<file path="config.mk">
export PLATFORM = sky130hd
export DESIGN_NAME = food_placer
export DESIGN_NICKNAME = d
export VERILOG_FILES = /design/src/rtl/food_placer.sv
export SDC_FILE = /design/constraint.sdc
export NUM_CORES = 1
export LEC_CHECK = 0
export ABC_AREA = 1
export CAP_MARGIN = 20
export CORE_MARGIN = 2
export CORE_UTILIZATION = 45
export CTS_CLUSTER_DIAMETER = 150
export DETAILED_ROUTE_END_ITERATION = 10
export DONT_BUFFER_PORTS = 1
export GPL_ROUTABILITY_DRIVEN = 1
export PLACE_DENSITY_LB_ADDON = 0.08
export SLEW_MARGIN = 20
export SYNTH_ARGS = -nofsm -noshare
export SYNTH_HDL_FRONTEND = slang
export SYNTH_SLANG_ARGS = --single-unit
</file>
<file path="constraint.sdc">
create_clock -name clk -period 1.7 [get_ports clk]
set_input_delay 0 -clock clk [delete_from_list [all_inputs] [get_ports clk]]
set_output_delay 0 -clock clk [all_outputs]
set_load 0.05 [all_outputs]
</file>
<file path="src/rtl/food_placer.sv">
// Food placement engine: turns free-running LFSR coordinates into a legal,
// unoccupied food cell through rejection sampling and an occupancy query.
module food_placer #(
    parameter int GRID_W    = 40,
    parameter int GRID_H    = 30,
    parameter int MAX_TRIES = 16
) (
    input  logic       clk,
    input  logic       rst,
    input  logic [9:0] rand_x,
    input  logic [9:0] rand_y,
    input  logic       place_req,
    input  logic       clear,
    output logic       occ_req,
    output logic [9:0] occ_x,
    output logic [9:0] occ_y,
    input  logic       occ_ack,
    input  logic       occ_hit,
    output logic [9:0] food_x,
    output logic [9:0] food_y,
    output logic       food_valid,
    output logic       place_done,
    output logic       place_fail,
    output logic       busy
);

    localparam int         XBITS    = $clog2(GRID_W);
    localparam int         YBITS    = $clog2(GRID_H);
    localparam logic [10:0] XMASK_W = (11'd1 << XBITS) - 11'd1;
    localparam logic [10:0] YMASK_W = (11'd1 << YBITS) - 11'd1;
    localparam logic [9:0] XMASK    = XMASK_W[9:0];
    localparam logic [9:0] YMASK    = YMASK_W[9:0];
    localparam logic [10:0] GRID_W_L = 11'(GRID_W);
    localparam logic [10:0] GRID_H_L = 11'(GRID_H);
    localparam logic [7:0] LAST_TRY = 8'(MAX_TRIES - 1);

    typedef enum logic [2:0] {
        ST_IDLE   = 3'd0,
        ST_SAMPLE = 3'd1,
        ST_CHECK  = 3'd2,
        ST_WAIT   = 3'd3,
        ST_FAIL   = 3'd4
    } state_t;

    state_t     state_r;
    state_t     state_nxt_s;
    logic [7:0] tries_r;
    logic [9:0] cand_x_r;
    logic [9:0] cand_y_r;
    logic [9:0] food_x_r;
    logic [9:0] food_y_r;
    logic       food_valid_r;
    logic       place_done_r;
    logic       place_fail_r;
    logic       start_s;
    logic       accept_s;
    logic       reject_s;
    logic       last_try_s;
    logic       out_of_range_s;

    assign last_try_s     = (tries_r == LAST_TRY);
    assign out_of_range_s = ({1'b0, cand_x_r} >= GRID_W_L) || ({1'b0, cand_y_r} >= GRID_H_L);

    // Next-state decode; clear overrides every transition including same-cycle acks.
    always_comb begin
        state_nxt_s = state_r;
        start_s     = 1'b0;
        accept_s    = 1'b0;
        reject_s    = 1'b0;
        if (clear) begin
            state_nxt_s = ST_IDLE;
        end else begin
            case (state_r)
                ST_IDLE: begin
                    if (place_req) begin
                        state_nxt_s = ST_SAMPLE;
                        start_s     = 1'b1;
                    end else begin
                        state_nxt_s = ST_IDLE;
                    end
                end
                ST_SAMPLE: begin
                    state_nxt_s = ST_CHECK;
                end
                ST_CHECK: begin
                    if (out_of_range_s) begin
                        reject_s    = 1'b1;
                        state_nxt_s = last_try_s ? ST_FAIL : ST_SAMPLE;
                    end else begin
                        state_nxt_s = ST_WAIT;
                    end
                end
                ST_WAIT: begin
                    if (occ_ack && occ_hit) begin
                        reject_s    = 1'b1;
                        state_nxt_s = last_try_s ? ST_FAIL : ST_SAMPLE;
                    end else if (occ_ack) begin
                        accept_s    = 1'b1;
                        state_nxt_s = ST_IDLE;
                    end else begin
                        state_nxt_s = ST_WAIT;
                    end
                end
                ST_FAIL: begin
                    state_nxt_s = ST_IDLE;
                end
                default: begin
                    state_nxt_s = ST_IDLE;
                end
            endcase
        end
    end

    // State register.
    always_ff @(posedge clk or posedge rst) begin
        if (rst) begin
            state_r <= ST_IDLE;
        end else begin
            state_r <= state_nxt_s;
        end
    end

    // Candidate capture, retry counter and published food cell.
    always_ff @(posedge clk or posedge rst) begin
        if (rst) begin
            tries_r      <= 8'd0;
            cand_x_r     <= 10'd0;
            cand_y_r     <= 10'd0;
            food_x_r     <= 10'd0;
            food_y_r     <= 10'd0;
            food_valid_r <= 1'b0;
            place_done_r <= 1'b0;
            place_fail_r <= 1'b0;
        end else begin
            place_done_r <= 1'b0;
            place_fail_r <= 1'b0;
            if (clear) begin
                tries_r      <= 8'd0;
                food_valid_r <= 1'b0;
            end else begin
                if (start_s) begin
                    tries_r      <= 8'd0;
                    food_valid_r <= 1'b0;
                end
                if (state_r == ST_SAMPLE) begin
                    cand_x_r <= rand_x & XMASK;
                    cand_y_r <= rand_y & YMASK;
                end
                if (reject_s && !last_try_s) begin
                    tries_r <= tries_r + 8'd1;
                end
                // The final rejection raises place_fail for the single FAIL cycle.
                if (reject_s && last_try_s) begin
                    place_fail_r <= 1'b1;
                end
                if (accept_s) begin
                    food_x_r     <= cand_x_r;
                    food_y_r     <= cand_y_r;
                    food_valid_r <= 1'b1;
                    place_done_r <= 1'b1;
                end
            end
        end
    end

    assign occ_req    = (state_r == ST_WAIT);
    assign occ_x      = cand_x_r;
    assign occ_y      = cand_y_r;
    assign busy       = (state_r != ST_IDLE);
    assign food_x     = food_x_r;
    assign food_y     = food_y_r;
    assign food_valid = food_valid_r;
    assign place_done = place_done_r;
    assign place_fail = place_fail_r;

endmodule

</file>
# == Word level (Yosys, flattened, before mapping) ==
# Index checks and enable logic that the tools add are counted.
# word_totals
inputBits,26
regBits,36
out_inout_bits,45
elab_cells,56
# op_classes
eq_ne,4
mux,28
reduce_logical,11
add_sub_neg,1
magnitude_cmp,2
bitwise,1
# ops
op,n
$mux W8,3
$mux W1,18
$mux W3,4
$pmux W3 S4,1
$reduce_bool A3 Y1,3
$add A8 B1 Y8 const B,1
$eq A8 B4 Y1 const B,1
$eq A3 B2 Y1 const B,2
$ge A6 B6 Y1 const B,1
$ge A5 B5 Y1 const B,1
$reduce_and A2 Y1,2
$eq A3 B1 Y1 const B,1
$logic_and A1 B1 Y1,3
$logic_not A3 Y1,1
$mux W2,1
$pmux W1 S2,1
$logic_not A1 Y1,1
$logic_or A1 B1 Y1,1
$not A1 Y1,1

# == Depth between registers and ports, before layout ==
# depth
depth_word,8
mapped_depth,9
mapped_depth_nobuf,9

# == Worst setup path before layout ==
# Ideal clock, no wire load.
# synth_timing
path_type,register to register
from,"register cand_x_r[5], in the netlist occ_x[5]"
to,register tries_r[0]
path_slack_ps,238
path_stages_with_launch,8
period_less_slack_ps,1462
required_time_ps,1581
setup_time_ps,119
n_path_buf,0
arrival_ps,1343
path_cell_list,dfrtp_1 > o21ai_0 > nand2_1 > nand2_1 > nand2_1 > nand3_2 > nand3_1 > nand2_1
# synth_via
elab_chain_cells,8
word_cells_on_any_way,9
cone_classes,order compare: 1; mux: 5; reduce/logical: 3
# synth_lines
item,line,rtl
from (decl),48,logic [9:0] cand_x_r;
from (signal assigned),146,cand_x_r <= rand_x & XMASK;
$ge A6 B6 Y1 (*),62,"assign out_of_range_s = ({1'b0, cand_x_r} >= GRID_W_L) || ({1'b0, cand_y_r} >= GRID_H_L);"
$logic_or A1 B1 Y1 (*),62,
$mux W1 (*),86,if (out_of_range_s) begin
$pmux W1 S2 (*),73,case (state_r)
$mux W1 (*),70,if (clear) begin
$logic_and A1 B1 Y1 (*),149,if (reject_s && !last_try_s) begin
$mux W8,149,
$mux W8,137,if (clear) begin
to (signal assigned),150,tries_r <= tries_r + 8'd1;
to (decl),47,logic [7:0] tries_r;
# Mark *: on every way between the ends. The rest lies on a longest branch, timed or not.
# A chain may end at the register's enable or synchronous reset.

# == Worst setup path after layout ==
# layout_timing
from,register tries_r[0]
to,register tries_r[4]
# layout_via
elab_chain_cells,5
word_cells_on_any_way,7
cone_classes,add/sub: 1; eq/ne: 1; mux: 2; reduce/logical: 3
# layout_lines
item
"parallel branches: the longest is 5 deep, another holds $add A8 B1 Y8"
# Several ways; the timed one is not identified.

==> impl_metrics.toml <==
[synth]
synthFlopType = "dfrtp_1"
ys_seq_area_frac = 0.484
ys_warn_count = 0
synth_cells = 206
syn_area_per_cell_um2 = 9.03
synth_edf_count = 0
synth_commonest_cells = "65 x nand2_1, 36 x dfrtp_1, 20 x buf_4, 20 x nand3_1, 19 x inv_1"
synth_top_cell_by_area = "dfrtp_1"
syn_area_um2 = 1860
ys_ff_latch = 36
async_flop_share = 1.00
synth.distinct_cells = 27
synth_area_leaders = "dfrtp_1 48%, nand2_1 13%, buf_4 8.1%"
yosys.area.top_type_share = 0.484
synth_most_common_cell = "nand2_1"

[worst_hold_path]
worst_hold_path_type = "in -> reg"
hold_start = "occ_ack"

[drt]
drcViolationCount = 0
vias = 1355
drtIter0Drc = 60
wl_um = 3540
post_drt_wl_per_cell_um = 12.2
first_pass_iters = 4
postRouteAntennaNets = 0
routed_via_density = 4.69

[floorplanning]
core_area_um2 = 4000
rows = 23
die_w_um = 68.3
initial_core_util = 0.465
dieArea_um2 = 4660
die_y_um = 68.3
ios = 71

[cts]
htree_levels = 2
cts_buffers = 5
clockBufferDepth = 2
ctsResizeCount = 0
clockRootBuffer = "clkbuf_8"
cts_sinks = 36
cts_tree = "yes"
clkLatencyLatePin_ns = 0.29
cts.clk_slew.worst_paths_ns = 0.08

[worst_setup_path]
arrival_ns = 1.64
path_class = "reg -> reg"
crit_fanout = 8
endpoint_kind = "flip-flop"
critPathLaunchType = "flip-flop"
r2r-start = "tries_r[0]$_DFFE_PP0P_"
worstSetupStartpoint = "tries_r[0]$_DFFE_PP0P_"
critical_path_required_ns = 1.87
r2r_setup_slack_ns = 0.23

[placement]
gp_congestion = 0.768
portBuffers = 0
numPlacedInstances = 266
dpl-instance-area_um2 = 1930
pre_cts_ws_ns = 0.229
dp_hpwl_um = 2500

[sta]
rsz0062_at_grt = "false"
fin_crit_sh = 0.864
period_needed_ns = 1.47
finClkSkew_ns = 0.00527
fin_ws_ns = 0.231
slew_headroom = 0.657
fmax_ghz = 0.681
hold_viol = 0
holdWs_ns = 0.0309
setup_tns_ns = 0
maxSlewViolCount = 0
setup_viol = 0
tightest_slew_ns = 0.514

[finish]
final_util = 0.544
nets = 265
final_cell_count_no_fill = 289
n_antenna_cell = 0
area_growth_syn_to_layout_pct = 16.9
nFillCells = 383
final_layout_size_suffix_gt1_frac = 0.176
final_design_area_no_fill_um2 = 2180

[global_route]
overflow = 0
antenna_found_initial = 0
grt_max_degree = 37
grt_pass1_vias = 1302
track_usage = 0.177
grt_pass1_wl_um = 6000

[run_status]
run_status = "completed"

[power]
leakagePower_nw = 1.22
vdd_drop_max_v = 0.000925
power.density_nw_per_um2 = 1610
finalPower_mw = 3.51

[job]
cap_violations = 0
==> timing repair <==
action | CTS | global route
hold endpoints to repair | 59 | 0
hold buffers | 15 | 0
buffers inserted | 0 | 0
==> kinds of logic (layout without fill, tap and decap cells) <==
group | after synthesis | count (layout) | synth area share
buffers and inverters | 44 | 60 | 0.134
AO/OA/AOI/OAI | 6 | 6 | 0.0249
XOR/XNOR | 4 | 4 | 0.0188
adder cells (fa/ha/maj) | 1 | 1 | 0.00672
AND/OR/NAND/NOR | 103 | 103 | 0.243
flip-flops | 36 | 36 | 0.484
other | 1 | 18 | 0.00202
multiplexers | 11 | 11 | 0.0867
==> critical path: stages (launching register included) <==
cell	delay, ns
dfrtp_1	0.42
ha_1	0.25
nand4_1	0.26
nand3_2	0.23
nand3_1	0.13
nand2_1	0.07
==> worst paths after layout <==
| kind | to | depth (start not counted) |
|---|---|---|
| max in group asynchronous | state_r[1]$_DFF_PP0_ | 3 |
| hold / removal | state_r[1]$_DFF_PP0_ | 3 |
| setup reg to reg | tries_r[4]$_DFFE_PP0P_ | 5 |
| min in group asynchronous | food_valid$_DFFE_PP0P_ | 3 |
| setup / recovery | tries_r[4]$_DFFE_PP0P_ | 5 |
| hold reg to reg | food_x[5]$_DFFE_PP0P_ | 2 |
==> power by group <==
part	internal (mW)	leakage (nW)	switching, mW
registers	1.08	0.475	0.566
clock network	0.290	0.0404	0.327
logic	0.436	0.700	0.815
==> state kept, by name (all words and copies together), names as in the netlist <==
register / flops
food_valid: 1
food_y: 5
tries_r: 8
occ_x: 6
place_done: 1
occ_y: 5
food_x: 6
place_fail: 1
state_r: 3
==> area by class of cell <==
class / instances / area, um^2 / share of cell area
Clock buffer: 5 / 68.8 / 0.0316
Multi-Input combinational cell: 143 / 774 / 0.356
Clock inverter: 3 / 23.8 / 0.0109
Timing Repair Buffer: 30 / 263 / 0.121
Inverter: 22 / 82.6 / 0.0380
Sequential cell: 36 / 901 / 0.414
Tap cell: 50 / 62.6 / 0.0288
==> cell usage in the layout, fill, tap and decap left out <==
| cell type | n |
|---|---|
| nand4_1 | 1 |
| clkinvlp_4 | 2 |
| nand3_2 | 2 |
| inv_1 | 19 |
| nand2_1 | 65 |
| o211ai_1 | 1 |
| o21ai_0 | 1 |
| a21oi_4 | 1 |
| dfrtp_1 | 36 |
| clkinv_1 | 1 |
| conb_1 | 18 |
| nor2_1 | 11 |
| nand3_1 | 20 |
| clkinv_4 | 1 |
| nor2_4 | 1 |
| buf_4 | 15 |
| dlygate4sd3_1 | 15 |
| nand2_4 | 1 |
| a21oi_1 | 2 |
| inv_2 | 2 |
| nand3b_1 | 1 |
| nor3_2 | 1 |
| clkbuf_8 | 5 |
| xnor2_1 | 1 |
| xor2_1 | 3 |
| a21boi_0 | 1 |
| mux2_4 | 10 |
| mux2_2 | 1 |
| ha_1 | 1 |
==> layer usage <==
layer  track usage  up-vias  part of all wire
met4        0.0675        0             0.010
met5             0        -                 0
li1              -      667                 -
met2         0.311       43              0.52
met3        0.0609        4             0.055
met1         0.198      641              0.41
Power figures use the tool's default switching activity.
